[config.mk]
export PLATFORM = sky130hd
export DESIGN_NAME = decode_stage_flat
export DESIGN_NICKNAME = d
export VERILOG_FILES = /design/src/rtl/decode_stage_if.sv /design/src/rtl/decode_stage.sv /design/src/flat_wrapper.sv
export SDC_FILE = /design/constraint.sdc
export NUM_CORES = 1
export LEC_CHECK = 0
export CAP_MARGIN = 20
export CELL_PAD_IN_SITES_DETAIL_PLACEMENT = 1
export CELL_PAD_IN_SITES_GLOBAL_PLACEMENT = 2
export CORE_AREA = 2 2 133 135
export DETAILED_ROUTE_END_ITERATION = 8
export DIE_AREA = 0 0 135 137
export MAX_ROUTING_LAYER = met4
export PLACE_DENSITY_LB_ADDON = 0.1
export SLEW_MARGIN = 40
export SYNTH_ARGS = -nofsm -noshare
export SYNTH_HDL_FRONTEND = slang
export SYNTH_SLANG_ARGS = --single-unit
[constraint.sdc]
create_clock -name clk -period 4.1 [get_ports clk]
set_input_delay 0.82 -clock clk [delete_from_list [all_inputs] [get_ports clk]]
set_output_delay 0.82 -clock clk [all_outputs]
set_load 0.02 [all_outputs]
[src/rtl/decode_stage_if.sv]
// Handshake and bundle signals between fetch, the decode stage and its consumer.
// The slave modport is the decode stage's view; master is the fetch/consumer view.
// Optional trace outputs exist only when DECODE_TRACE_EN is defined.
interface decode_stage_if #(
    parameter int XLEN       = 32,
    parameter int PC_W       = 32,
    parameter int REG_ADDR_W = 5
);
    // Fetch side
    logic                  flush;
    logic                  in_valid;
    logic                  in_ready;
    logic [31:0]           in_instr;
    logic [PC_W-1:0]       in_pc;

    // Decoded bundle side
    logic                  out_valid;
    logic                  out_ready;
    logic [PC_W-1:0]       out_pc;
    logic [6:0]            opcode;
    logic [2:0]            funct3;
    logic [6:0]            funct7;
    logic [REG_ADDR_W-1:0] rd;
    logic [REG_ADDR_W-1:0] rs1;
    logic [REG_ADDR_W-1:0] rs2;
    logic [XLEN-1:0]       imm;
    logic                  imm_sel;
    logic                  reg_write;
    logic                  mem_read;
    logic                  mem_write;
    logic                  branch;
    logic                  jump;
    logic                  illegal;

`ifdef DECODE_TRACE_EN
    logic [31:0]           trace_count;
    logic [31:0]           trace_last_illegal;
`endif

    modport slave (
`ifdef DECODE_TRACE_EN
        output trace_count,
        output trace_last_illegal,
`endif
        input  flush,
        input  in_valid,
        output in_ready,
        input  in_instr,
        input  in_pc,
        output out_valid,
        input  out_ready,
        output out_pc,
        output opcode,
        output funct3,
        output funct7,
        output rd,
        output rs1,
        output rs2,
        output imm,
        output imm_sel,
        output reg_write,
        output mem_read,
        output mem_write,
        output branch,
        output jump,
        output illegal
    );

    modport master (
`ifdef DECODE_TRACE_EN
        input  trace_count,
        input  trace_last_illegal,
`endif
        output flush,
        output in_valid,
        input  in_ready,
        output in_instr,
        output in_pc,
        input  out_valid,
        output out_ready,
        input  out_pc,
        input  opcode,
        input  funct3,
        input  funct7,
        input  rd,
        input  rs1,
        input  rs2,
        input  imm,
        input  imm_sel,
        input  reg_write,
        input  mem_read,
        input  mem_write,
        input  branch,
        input  jump,
        input  illegal
    );
endinterface

[src/rtl/decode_stage.sv]
// Registered RV32I decode stage. One instruction+PC accepted per valid/ready
// handshake; opcode, fields, sign-extended immediate and control enables appear
// in the output register one cycle later. flush squashes the held bundle and
// refuses the current input. Optional feature macro: DECODE_TRACE_EN adds
// trace_count (output handshakes) and trace_last_illegal (last illegal word).
module decode_stage #(
    parameter int XLEN       = 32,
    parameter int PC_W       = 32,
    parameter int REG_ADDR_W = 5
) (
    input  logic           clk,
    input  logic           rst,
    decode_stage_if.slave  bus
);

    typedef enum logic [6:0] {
        OP_R      = 7'b0110011,
        OP_I_ALU  = 7'b0010011,
        OP_LOAD   = 7'b0000011,
        OP_STORE  = 7'b0100011,
        OP_BRANCH = 7'b1100011,
        OP_JAL    = 7'b1101111,
        OP_JALR   = 7'b1100111,
        OP_LUI    = 7'b0110111,
        OP_AUIPC  = 7'b0010111
    } opcode_e;

    logic [31:0]     instr;
    opcode_e         opc;
    logic            load;

    logic [31:0]     imm32;
    logic [XLEN-1:0] imm_d;
    logic            imm_sel_d;
    logic            writes_rd;
    logic            mem_read_d;
    logic            mem_write_d;
    logic            branch_d;
    logic            jump_d;
    logic            illegal_d;

    assign instr = bus.in_instr;
    assign opc   = opcode_e'(instr[6:0]);

    // Ready whenever the output slot is empty or is being drained this cycle.
    assign bus.in_ready = !bus.out_valid || bus.out_ready;
    assign load         = bus.in_valid && bus.in_ready && !bus.flush;

    // Format-selected immediate and control enables for the incoming word.
    always_comb begin
        imm32       = '0;
        imm_sel_d   = 1'b0;
        writes_rd   = 1'b0;
        mem_read_d  = 1'b0;
        mem_write_d = 1'b0;
        branch_d    = 1'b0;
        jump_d      = 1'b0;
        illegal_d   = 1'b0;
        unique case (opc)
            OP_R: begin
                writes_rd = 1'b1;
            end
            OP_I_ALU: begin
                imm32     = {{20{instr[31]}}, instr[31:20]};
                imm_sel_d = 1'b1;
                writes_rd = 1'b1;
            end
            OP_LOAD: begin
                imm32      = {{20{instr[31]}}, instr[31:20]};
                imm_sel_d  = 1'b1;
                writes_rd  = 1'b1;
                mem_read_d = 1'b1;
            end
            OP_STORE: begin
                imm32       = {{20{instr[31]}}, instr[31:25], instr[11:7]};
                imm_sel_d   = 1'b1;
                mem_write_d = 1'b1;
            end
            OP_BRANCH: begin
                imm32    = {{19{instr[31]}}, instr[31], instr[7],
                            instr[30:25], instr[11:8], 1'b0};
                branch_d = 1'b1;
            end
            OP_JAL: begin
                imm32     = {{11{instr[31]}}, instr[31], instr[19:12],
                             instr[20], instr[30:21], 1'b0};
                writes_rd = 1'b1;
                jump_d    = 1'b1;
            end
            OP_JALR: begin
                imm32     = {{20{instr[31]}}, instr[31:20]};
                imm_sel_d = 1'b1;
                writes_rd = 1'b1;
                jump_d    = 1'b1;
            end
            OP_LUI, OP_AUIPC: begin
                imm32     = {instr[31:12], 12'b0};
                imm_sel_d = 1'b1;
                writes_rd = 1'b1;
            end
            default: begin
                illegal_d = 1'b1;
            end
        endcase
        // Opcodes all end in 2'b11, but state the compressed-space rejection explicitly.
        if (instr[1:0] != 2'b11) begin
            imm32       = '0;
            imm_sel_d   = 1'b0;
            writes_rd   = 1'b0;
            mem_read_d  = 1'b0;
            mem_write_d = 1'b0;
            branch_d    = 1'b0;
            jump_d      = 1'b0;
            illegal_d   = 1'b1;
        end
        imm_d = XLEN'($signed(imm32));
    end

    // Output register: load on handshake, clear valid on flush or drain, else hold.
    always_ff @(posedge clk) begin
        if (rst) begin
            bus.out_valid <= 1'b0;
            bus.out_pc    <= '0;
            bus.opcode    <= '0;
            bus.funct3    <= '0;
            bus.funct7    <= '0;
            bus.rd        <= '0;
            bus.rs1       <= '0;
            bus.rs2       <= '0;
            bus.imm       <= '0;
            bus.imm_sel   <= 1'b0;
            bus.reg_write <= 1'b0;
            bus.mem_read  <= 1'b0;
            bus.mem_write <= 1'b0;
            bus.branch    <= 1'b0;
            bus.jump      <= 1'b0;
            bus.illegal   <= 1'b0;
        end else if (bus.flush) begin
            bus.out_valid <= 1'b0;
        end else if (load) begin
            bus.out_valid <= 1'b1;
            bus.out_pc    <= bus.in_pc;
            bus.opcode    <= instr[6:0];
            bus.funct3    <= instr[14:12];
            bus.funct7    <= instr[31:25];
            bus.rd        <= instr[11:7];
            bus.rs1       <= instr[19:15];
            bus.rs2       <= instr[24:20];
            bus.imm       <= imm_d;
            bus.imm_sel   <= imm_sel_d;
            bus.reg_write <= writes_rd && (instr[11:7] != 5'd0);
            bus.mem_read  <= mem_read_d;
            bus.mem_write <= mem_write_d;
            bus.branch    <= branch_d;
            bus.jump      <= jump_d;
            bus.illegal   <= illegal_d;
        end else if (bus.out_ready) begin
            bus.out_valid <= 1'b0;
        end
    end

`ifdef DECODE_TRACE_EN
    // Trace counters: survive flush, cleared only by reset.
    always_ff @(posedge clk) begin
        if (rst) begin
            bus.trace_count        <= '0;
            bus.trace_last_illegal <= '0;
        end else begin
            if (bus.out_valid && bus.out_ready)
                bus.trace_count <= bus.trace_count + 32'd1;
            if (load && illegal_d)
                bus.trace_last_illegal <= instr;
        end
    end
`endif

endmodule

[src/flat_wrapper.sv]
// flat-port wrapper written by rule: the top's interface ports become plain ports
module decode_stage_flat 
#(
    parameter int XLEN       = 32,
    parameter int PC_W       = 32,
    parameter int REG_ADDR_W = 5
)
  (clk, rst, bus_flush, bus_in_valid, bus_in_ready, bus_in_instr, bus_in_pc, bus_out_valid, bus_out_ready, bus_out_pc, bus_opcode, bus_funct3, bus_funct7, bus_rd, bus_rs1, bus_rs2, bus_imm, bus_imm_sel, bus_reg_write, bus_mem_read, bus_mem_write, bus_branch, bus_jump, bus_illegal);
  decode_stage_if #(.XLEN(XLEN), .PC_W(PC_W), .REG_ADDR_W(REG_ADDR_W)) bus_i ();
  input  logic clk;
  input  logic rst;
  input wire logic [$bits(bus_i.flush)-1:0] bus_flush;
  input wire logic [$bits(bus_i.in_valid)-1:0] bus_in_valid;
  output wire logic [$bits(bus_i.in_ready)-1:0] bus_in_ready;
  input wire logic [$bits(bus_i.in_instr)-1:0] bus_in_instr;
  input wire logic [$bits(bus_i.in_pc)-1:0] bus_in_pc;
  output wire logic [$bits(bus_i.out_valid)-1:0] bus_out_valid;
  input wire logic [$bits(bus_i.out_ready)-1:0] bus_out_ready;
  output wire logic [$bits(bus_i.out_pc)-1:0] bus_out_pc;
  output wire logic [$bits(bus_i.opcode)-1:0] bus_opcode;
  output wire logic [$bits(bus_i.funct3)-1:0] bus_funct3;
  output wire logic [$bits(bus_i.funct7)-1:0] bus_funct7;
  output wire logic [$bits(bus_i.rd)-1:0] bus_rd;
  output wire logic [$bits(bus_i.rs1)-1:0] bus_rs1;
  output wire logic [$bits(bus_i.rs2)-1:0] bus_rs2;
  output wire logic [$bits(bus_i.imm)-1:0] bus_imm;
  output wire logic [$bits(bus_i.imm_sel)-1:0] bus_imm_sel;
  output wire logic [$bits(bus_i.reg_write)-1:0] bus_reg_write;
  output wire logic [$bits(bus_i.mem_read)-1:0] bus_mem_read;
  output wire logic [$bits(bus_i.mem_write)-1:0] bus_mem_write;
  output wire logic [$bits(bus_i.branch)-1:0] bus_branch;
  output wire logic [$bits(bus_i.jump)-1:0] bus_jump;
  output wire logic [$bits(bus_i.illegal)-1:0] bus_illegal;
  assign bus_i.flush = bus_flush;
  assign bus_i.in_valid = bus_in_valid;
  assign bus_in_ready = bus_i.in_ready;
  assign bus_i.in_instr = bus_in_instr;
  assign bus_i.in_pc = bus_in_pc;
  assign bus_out_valid = bus_i.out_valid;
  assign bus_i.out_ready = bus_out_ready;
  assign bus_out_pc = bus_i.out_pc;
  assign bus_opcode = bus_i.opcode;
  assign bus_funct3 = bus_i.funct3;
  assign bus_funct7 = bus_i.funct7;
  assign bus_rd = bus_i.rd;
  assign bus_rs1 = bus_i.rs1;
  assign bus_rs2 = bus_i.rs2;
  assign bus_imm = bus_i.imm;
  assign bus_imm_sel = bus_i.imm_sel;
  assign bus_reg_write = bus_i.reg_write;
  assign bus_mem_read = bus_i.mem_read;
  assign bus_mem_write = bus_i.mem_write;
  assign bus_branch = bus_i.branch;
  assign bus_jump = bus_i.jump;
  assign bus_illegal = bus_i.illegal;
  decode_stage #(.XLEN(XLEN), .PC_W(PC_W), .REG_ADDR_W(REG_ADDR_W)) u_core (.clk(clk), .rst(rst), .bus(bus_i));
endmodule
==> results.md, run 1 <==
* Max cap viols at 0
* Pre-antenna DRT Iters at 4
* Tot GR Track Use at 0.171
* CTS Buffer Depth at 2
* Setup Skew at 4.80 ps
* Maximum vdd drop at 192 uV
* GPL Wtd Cong at 0.718
* Slowest CP cell: clkdlybuf4s50_1
* Maximum fanout along the worst path at 6
* Pleak at roughly 2.1 nW
* Die Span X at 135 microns
* PwrDens at ~350 mW/mm^2
* Number of port buffers at 173
* Die height at around 140 microns
* CORE AREA at 0.0171 sq mm
* DR vias/cell at 4.73
* Residual DRC at 0
* Total Wirelength at 15.4 mm
* Post-CTS Resized at 0
* Mux cell area share after synthesis at 0.00239
* CTS Hold Bufs at 0
* Post-DP HPWL at roughly 11 mm
* # diodes at 0
* Setup tns final at 0 ps
* Synth top area cells: dfxtp_1, nand2_1, a21oi_1
* Largest net degree at the start of global routing at 54
* Hold Startpoint: u_core.bus.imm[9]$_SDFFE_PP0P_
* Number of buffers created by CTS at 9
* Via count at 4153
* Setup Fix Bufs, Post-CTS at 0
* Cell count after synthesis at 501
* Synth-to-layout area growth at 51.6%
* Endpoints failing setup at 0
* Warnings from Yosys at 0
* Worst path max stage delay at around 560 ps
* Syn Area/Cell at 8.38 sq um
* Asr flop ratio synth at 0
* Cell Int Power at between 1.5 and 2 mW
* Period utilization at 0.754
* Hold depth at 2
* Status: complete, no violations
* Post-synthesis sequential area ratio at 0.496
* Final hold slack at 455 ps
* Clk pin slew, worst setup/hold paths at about 70 ps
* Dominant cell type by area after synthesis: dfxtp_1
* Simple-gate area share of the yosys netlist at 0.206
* Critical path required time at about 3300 ps
* H-tree depth at 3
* First-pass GRT wire length at 23.6 mm
* Sw power at 0.579 mW
* Cell Rows at 48
* Critical Path Sink Type: primary output
* Synthesized area at 0.00420 sq mm
* Post-detailed-route count of antenna-violating nets at 0
* Top-Level Pins at between 150 and 200
* DR WL/cell at 17.5 microns
* Complex-gate fraction of the synthesized area at 0.247
* Worst EP arrival at approximately 2300 ps
* Cell with the most instances after synthesis: nand2_1
* Synth Area in XOR/XNOR at 0
* Sink Count at 104
* Layout cells sized above 1 at 0.0582
* Switching share of power at 0.259
* Syn Nets at 570
* Top-area cell type share of the netlist area at 0.496
* Gate power share at 0.141
* Post-synth EDFFs at 0
* Hold Violations, Final at 0
* Starting Density at 0.246
* Hold EP: u_core.bus.imm[9]$_SDFFE_PP0P_
* Min-delay worst type: flop to flop
* Antenna violations before repair at 0
* Fmax at between 300 and 400 MHz
* Register share of total power at 0.473
* Critical path class: input pin to primary output
* Largest family of logic cells by synthesized area: compound AO/OA/AOI/OAI gates
* Initial DRC count at 226
* Critical Path, Cell by Cell: clkdlybuf4s50_1 -> nor2b_2 -> inv_2 -> clkdlybuf4s50_1
* Grt ovf at 0
* Vias in the first global route at 4311
* Top_reg_cell synth: dfxtp_1
* Layout Nets at around 720
* Worst R2R Start: u_core.bus.out_valid$_SDFFE_PP0P_
* Tightest Pin Transition at 805 ps
* CTS tree: yes
* Flops & latches, synth at around 100
* Reg2Reg Setup Slack at 1990 ps
* RSZ-0062 raised after global routing: no
* Root Buffer: clkbuf_16
* Startpoint Class: input pin
* Reg-to-Reg End: u_core.bus.funct3[0]$_SDFFE_PP0P_
* Post-synth top cells: nand2_1, dfxtp_1, a21oi_1
* Clock share of power at 0.386
* Worst-case reg-to-reg path depth at 6
* Fin. max-slew vios at 0
* Clock latency on the worst-skew pair at ~360 ps
* Adder-cell area share of the yosys netlist at 0
* Min Tclk post-route at around 3100 ps
* Die area at between 0.015 and 0.02 sq mm
* CP dominant cell by count: clkdlybuf4s50_1
* Rel. slew slack at 0.463
* Unique cell type count in the Yosys netlist at 46
cell usage in the layout (no fill, tap or decap), types with 5 or more instances in the layout:
cell / n
a21oi_1: 77
a22o_1: 20
a22oi_1: 17
a31oi_1: 22
clkbuf_16: 9
clkdlybuf4s50_1: 172
dfxtp_1: 104
nand2_1: 153
nand3_1: 13
nor2_1: 5
o211ai_1: 7
final cells by class:
type,count,area (sq um)
clock inverters,6,60.1
repair buffers,178,1780
fillers,1995,10700
multi-input cells,354,1930
well taps,225,282
flip-flops and latches,104,2080
inverters,1,3.75
clock buffers,10,229
state kept, by name, indices dropped and copies added, names as in the netlist, 3 cells and up:
register / flops
u_core.bus.rs1: 5
u_core.bus.funct7: 7
u_core.bus.imm: 32
u_core.bus.rd: 5
u_core.bus.opcode: 7
u_core.bus.rs2: 5
u_core.bus.funct3: 3
u_core.bus.out_pc: 32
cells by family (layout without fill, tap and decap cells):
family                 after synthesis  count (layout)
AO/OA/AOI/OAI                      159             159
buffers and inverters               43             195
flip-flops                         104             104
multiplexers                         1               1
AND/OR/NAND/NOR                    194             194
layer usage:
metal  vias to the layer above  share of wire  routed length, microns  global-route usage
met4                         0          0.014                     221              0.0532
met2                       125           0.47                    7220               0.271
met1                      1966           0.44                    6740               0.206
met5                         -              0                       0                   -
met3                        14          0.077                    1180              0.0563
li1                       2048              -                       -                   -
power groups by stage:
stage	clock network (mW)	logic (mW)	registers (mW)
after floorplan	0	0.104	1.12
after global placement	0	0.315	1.08
after detailed placement	0	0.319	1.08
after CTS	0.897	0.320	1.06
after global routing	0.946	0.343	1.06
final	0.862	0.316	1.06
through the flow:
step	setup slack [ps]	power [mW]	area, sq um	std cells	utilization
2_1_floorplan	2030	1.22	4200	501	-
3_3_place_gp	1030	1.39	6070	862	0.356
3_5_place_dp	848	1.40	6070	862	0.356
4_1_cts	1020	2.27	6360	878	0.373
5_1_grt	935	2.35	6360	878	0.373
6_report	1010	2.23	6360	878	0.373
worst max-delay path, delay by kind of cell:
kind	cells	cell delay, ps
AND/OR/NAND/NOR	1	370
buffers and inverters	3	1070
how the worst max path moves through the flow:
| stage | startpoint | slack (ps) | end | depth (start not counted) |
|---|---|---|---|---|
| after floorplan | bus_in_instr[6] | 2030 | u_core.bus.imm[21]$_SDFFE_PP0P_ | 7 |
| after global placement | bus_in_instr[6] | 1030 | u_core.bus.imm[19]$_SDFFE_PP0P_ | 6 |
| after detailed placement | bus_in_instr[6] | 850 | u_core.bus.imm[18]$_SDFFE_PP0P_ | 6 |
| after CTS | bus_out_ready | 1020 | bus_in_ready | 4 |
| after global routing | bus_out_ready | 940 | bus_in_ready | 4 |
| final | bus_out_ready | 1010 | bus_in_ready | 4 |
No activity file was read; power rests on OpenSTA's default activity.
==> run 2, diff against run 1 <==
--- a/config.mk
+++ b/config.mk
@@ -8,9 +8,9 @@
 export CAP_MARGIN = 20
 export CELL_PAD_IN_SITES_DETAIL_PLACEMENT = 1
 export CELL_PAD_IN_SITES_GLOBAL_PLACEMENT = 2
-export CORE_AREA = 2 2 133 135
+export CORE_AREA = 2 2 145 147
 export DETAILED_ROUTE_END_ITERATION = 8
-export DIE_AREA = 0 0 135 137
+export DIE_AREA = 0 0 147 149
 export MAX_ROUTING_LAYER = met4
 export PLACE_DENSITY_LB_ADDON = 0.1
 export SLEW_MARGIN = 40
==> constraint.sdc (replaced) <==
create_clock -name clk -period 2.5 [get_ports clk]
set_input_delay 0.5 -clock clk [delete_from_list [all_inputs] [get_ports clk]]
set_output_delay 0.5 -clock clk [all_outputs]
set_load 0.02 [all_outputs]
==> results.md, run 2 (synthesis gave the netlist of run 1 again) <==
* Biggest regs: u_core.bus.imm x32, u_core.bus.out_pc x32
* Worst EP arrival at 1750 ps (-520 ps)
* H-tree depth at 3 (unchanged)
* Tot Pwr at 3.98 mW (+78%)
* DR WL/cell at 17.4 microns (-0.68%)
* Rel. slew slack at 0.482 (+0.0190)
* Status: complete, no violations
* Critical Path Sink Type: primary output
* Total Wirelength at 16.4 mm (+7.0%)
* Startpoint Class: input pin
* CP dominant cell by count: clkdlybuf4s50_1
* Max cap viols at 0 (unchanged)
* CTS Buffer Depth at 2 (unchanged)
* Die height at 149 microns (+8.8%)
* Setup tns final at 0 ps (unchanged)
* CTS Hold Bufs at 0 (unchanged)
* Post-CTS Resized at 0 (unchanged)
* Worst path max stage delay at 640 ps (+80 ps)
* Synth-to-layout area growth at 58.5%
* Tot GR Track Use at 0.154 (-0.0171)
* Pre-antenna DRT Iters at 4 (unchanged)
* Min-delay worst type: flop to flop
* Post-detailed-route count of antenna-violating nets at 0 (unchanged)
* Post-layout util at 0.324 (-0.0494)
* Maximum fanout along the worst path at 2 (-4)
* Die area at 0.0219 sq mm (+18%)
* CTS tree: yes
* Critical Path, Cell by Cell: clkdlybuf4s50_1 -> nor2b_2 -> inv_2 -> clkdlybuf4s50_1
* Slowest CP cell: clkdlybuf4s50_1
* Setup Skew at 7.80 ps (+3.00 ps)
* Layout Nets at 734 (+2.4%)
* Critical path class: input pin to primary output
* Via count at 4262 (+2.6%)
* First-pass GRT wire length at 25.3 mm (+7.4%)
* RSZ-0062 raised after global routing: no
* Maximum vdd drop at 303 uV (+58%)
* Clock latency on the worst-skew pair at 360 ps (about the same)
* GPL Wtd Cong at 0.752 (+4.9%)
* Antenna violations before repair at 1 (+1)
* Fmax at 445 MHz
* Largest net degree at the start of global routing at 66 (+22%)
* Layout cells sized above 1 at 0.0821 (+0.0239)
* Period utilization at 0.899
* Hold Violations, Final at 0 (unchanged)
* Most frequent cells in the layout: clkdlybuf4s50_1, nand2_1, dfxtp_1
* Residual DRC at 0 (unchanged)
* Top-Level Pins at 174 (unchanged)
* Starting Density at 0.204 (-0.0419)
* Critical path required time at 2000 ps (-1280 ps)
* Grt ovf at 0 (unchanged)
* Number of buffers created by CTS at 9 (unchanged)
* Clk pin slew, worst setup/hold paths at 70 ps (about the same)
* Post-DP HPWL at 12.0 mm (+10%)
* Root Buffer: clkbuf_16
* CORE AREA at 0.0206 sq mm (+21%)
* Number of port buffers at 173 (unchanged)
* Setup Fix Bufs, Post-CTS at 0 (unchanged)
* Vias in the first global route at 4441 (+3.0%)
* Commonest non-fill, non-tap cell in the layout: clkdlybuf4s50_1
* Pleak at 2.24 nW (+6.3%)
* Endpoints failing setup at 0 (unchanged)
* Die Span X at 147 microns (+8.9%)
* Min Tclk post-route at 2250 ps
* Initial DRC count at 160 (-29%)
* Cell Rows at 53 (+10%)
* PwrDens at 598 mW/mm^2 (+70%)
* Sink Count at 104 (unchanged)
* Fin. max-slew vios at 0 (unchanged)
* DR vias/cell at 4.51 (-4.8%)
* Tightest Pin Transition at 776 ps (-28.6 ps)
[run 2: path summary, 6_finish.rpt]
kind | slack (ps) | end | cells past startpoint | from
worst min register to register | 450 | u_core.bus.imm[11]$_SDFFE_PP0P_ | 2 | u_core.bus.imm[11]$_SDFFE_PP0P_
worst min-delay path | 450 | u_core.bus.imm[11]$_SDFFE_PP0P_ | 2 | u_core.bus.imm[11]$_SDFFE_PP0P_
worst max register to register | 690 | u_core.bus.imm[18]$_SDFFE_PP0P_ | 5 | u_core.bus.out_valid$_SDFFE_PP0P_
worst max-delay path | 250 | bus_in_ready | 4 | bus_out_ready
[run 2: metal layers]
| metal | up-vias | share of wire | track usage | wire length [microns] |
|---|---|---|---|---|
| met1 | 2041 | 0.44 | 0.183 | 7270 |
| met4 | 0 | 0.014 | 0.0476 | 224 |
| met3 | 13 | 0.071 | 0.0456 | 1160 |
| met2 | 130 | 0.47 | 0.252 | 7770 |
| li1 | 2078 | - | - | - |
| met5 | - | 0 | - | 0 |
[run 2: critical path, delay by kind of cell]
family | cells | cell delay [ps]
buf+inv | 3 | 1190
simple gates | 1 | 50
[run 2: final cells by class]
cell class	count	area [sq um]
flip-flops and latches	104	2080
well taps	275	344
clock buffers	12	256
fillers	2411	13900
inverters	1	3.75
diodes	1	2.50
multi-input cells	354	1920
repair buffers	195	1940
clock inverters	4	98.8
[run 2: power by group]
group / internal (mW) / switching (mW)
registers: 1.71 / 0.0256
logic: 0.250 / 0.290
clock network: 1.04 / 0.668
total: 3.00 / 0.984
[run 2: through the flow]
stage | setup WS [ps] | instances | cell area [sq um] | hold slack, ps
after floorplan | 745 | 501 | 4200 | 528
after global placement | 55.4 | 929 | 6290 | 440
after detailed placement | 2.36 | 929 | 6290 | 447
after CTS | 243 | 945 | 6650 | 457
after global routing | 187 | 946 | 6650 | 466
final | 251 | 946 | 6650 | 450
==> run 3, diff against run 2 <==
--- a/config.mk
+++ b/config.mk
@@ -12,7 +12,7 @@
 export DETAILED_ROUTE_END_ITERATION = 8
 export DIE_AREA = 0 0 147 149
 export MAX_ROUTING_LAYER = met4
-export PLACE_DENSITY_LB_ADDON = 0.1
+export PLACE_DENSITY_LB_ADDON = 0.08
 export SLEW_MARGIN = 40
 export SYNTH_ARGS = -nofsm -noshare
 export SYNTH_HDL_FRONTEND = slang
==> results.md, run 3 (synthesis gave the netlist of run 1 again) <==
* Status: complete, no violations
* CORE AREA at 0.0206 sq mm (unchanged)
* Layout cells sized above 1 at 0.0848 (+0.00273)
* Slowest CP cell: clkdlybuf4s50_1
* Commonest non-fill, non-tap cell in the layout: clkdlybuf4s50_1
* Total Wirelength at 16.3 mm (-0.57%)
* Biggest regs: u_core.bus.imm x32, u_core.bus.out_pc x32
* PwrDens at 583 mW/mm^2 (-2.5%)
* Fin. max-slew vios at 0 (unchanged)
* Synth-to-layout area growth at 58.1%
* Max cap viols at 0 (unchanged)
* CTS Hold Bufs at 0 (unchanged)
* Tot GR Track Use at 0.152 (-0.00172)
* Die Span X at 147 microns (unchanged)
* Die area at 0.0219 sq mm (unchanged)
* Most used routing layer in global routing: met2
* Critical Path, Cell by Cell: clkdlybuf4s50_1 -> nor2b_2 -> inv_2 -> clkdlybuf4s50_1
* Min Tclk post-route at 2250 ps (+2.89 ps)
* GPL Wtd Cong at 0.755 (+0.32%)
* Setup Fix Bufs, Post-CTS at 0 (unchanged)
* Critical path class: input pin to primary output
* Final hold slack at 388 ps (-61.5 ps)
* Top-Level Pins at 174 (unchanged)
* Die height at 149 microns (unchanged)
* Critical path required time at 2000 ps (about the same)
* Critical Path Sink Type: primary output
* Maximum vdd drop at 313 uV (+3.3%)
* Via count at 4301 (+0.92%)
* CTS tree: yes
* Pre-antenna DRT Iters at 5 (+1)
* Period utilization at 0.901 (+0.00115)
* CTS Buffer Depth at 2 (unchanged)
* Number of buffers created by CTS at 9 (unchanged)
* Cell Rows at 53 (unchanged)
* Routing usage on met1 at 0.181 (-0.00256)
* CP dominant cell by count: clkdlybuf4s50_1
* DP Worst Slack at -50.9 ps (-53.3 ps)
* Initial DRC count at 155 (-3.1%)
* Tot Pwr at 3.87 mW (-2.8%)
* Min-delay worst type: input pin to flop
* DR vias/cell at 4.54 (+0.70%)
* Layout Nets at 736 (+0.27%)
* Root Buffer: clkbuf_16
* Pleak at 2.23 nW (-0.48%)
* M3 GR Usage at 0.0446 (-0.000917)
* Tightest Pin Transition at 798 ps (+21.7 ps)
* Clk pin slew, worst setup/hold paths at 70 ps (about the same)
* Setup Skew at 6.84 ps (-0.958 ps)
* Residual DRC at 0 (unchanged)
* Grt ovf at 0 (unchanged)
* Endpoints failing setup at 0 (unchanged)
* Antenna violations before repair at 1 (unchanged)
* Hold Violations, Final at 0 (unchanged)
* Sink Count at 104 (unchanged)
* Post-CTS Resized at 0 (unchanged)
* Global routing usage on met2 at 0.249 (-0.00305)
* Post-DP HPWL at 11.9 mm (-0.99%)
* Vias in the first global route at 4470 (+0.65%)
* Clock latency on the worst-skew pair at 350 ps (about the same)
* Worst setup margin at 248 ps (-2.89 ps)
* H-tree depth at 3 (unchanged)
* Post-detailed-route count of antenna-violating nets at 0 (unchanged)
* Rel. slew slack at 0.468 (-0.0145)
* Worst path max stage delay at 650 ps (about the same)
* Fmax at 444 MHz (-0.13%)
* Number of port buffers at 173 (unchanged)
* RSZ-0062 raised after global routing: no
* First-pass GRT wire length at 25.0 mm (-1.1%)
* Startpoint Class: input pin
* Largest net degree at the start of global routing at 78 (+18%)
* Worst EP arrival at 1750 ps (about the same)
* Starting Density at 0.204 (unchanged)
* Maximum fanout along the worst path at 2 (unchanged)
* DR WL/cell at 17.2 microns (-0.78%)
* Most frequent cells in the layout: clkdlybuf4s50_1, nand2_1, dfxtp_1
==> run 3: cell types whose count changed in the layout (fill, tap and decap cells not counted), sizes merged <==
cell	before	now
buf	23	25
clkinv	0	1
clkinvlp	0	1
inv	2	1
bufinv	3	2
==> run 3: final cells by class <==
cell class | instances | area [sq um]
inverter | 1 | 3.75
antenna | 1 | 2.50
tap | 275 | 344
timing repair buffer | 197 | 1950
clock inverter | 4 | 76.3
sequential | 104 | 2080
clock buffer | 12 | 256
multi-input combinational | 354 | 1920
fill | 2370 | 13900
==> run 3: final timing paths <==
check | from | end | slack [ps] | cells past startpoint
max | bus_out_ready | bus_in_ready | 250 | 4
min | rst | u_core.bus.reg_write$_SDFFE_PP0P_ | 390 | 2
max reg2reg | u_core.bus.out_valid$_SDFFE_PP0P_ | u_core.bus.imm[13]$_SDFFE_PP0P_ | 640 | 5
min reg2reg | u_core.bus.imm[7]$_SDFFE_PP0P_ | u_core.bus.imm[7]$_SDFFE_PP0P_ | 450 | 2
==> run 3: power breakdown <==
part,total [mW],internal [mW],switching (mW)
registers,1.73,1.71,0.0256
logic,0.540,0.250,0.290
clock network,1.60,0.936,0.662
total,3.87,2.89,0.977
==> run 3: routing by layer <==
layer  wire [microns]  vias to the layer above
met1             7140                     2079
met2             7890                      126
li1                 -                     2084
met4              221                        0
met5                0                        -
met3             1090                       12
==> run 3: metrics by stage <==
step | cells | util | TNS, ps | instance area [sq um]
finish | 948 | 0.323 | 0 | 6640
floorplan | 501 | - | 0 | 4200
CTS | 947 | 0.323 | 0 | 6630
global placement | 931 | 0.306 | 0 | 6300
global route | 948 | 0.323 | 0 | 6640
detailed placement | 931 | 0.307 | -288 | 6300
==> run 3: worst max-delay path, delay by kind of cell <==
family	cells	cell delay [ps]
buffers and inverters	3	1190
and+or+nand+nor	1	50
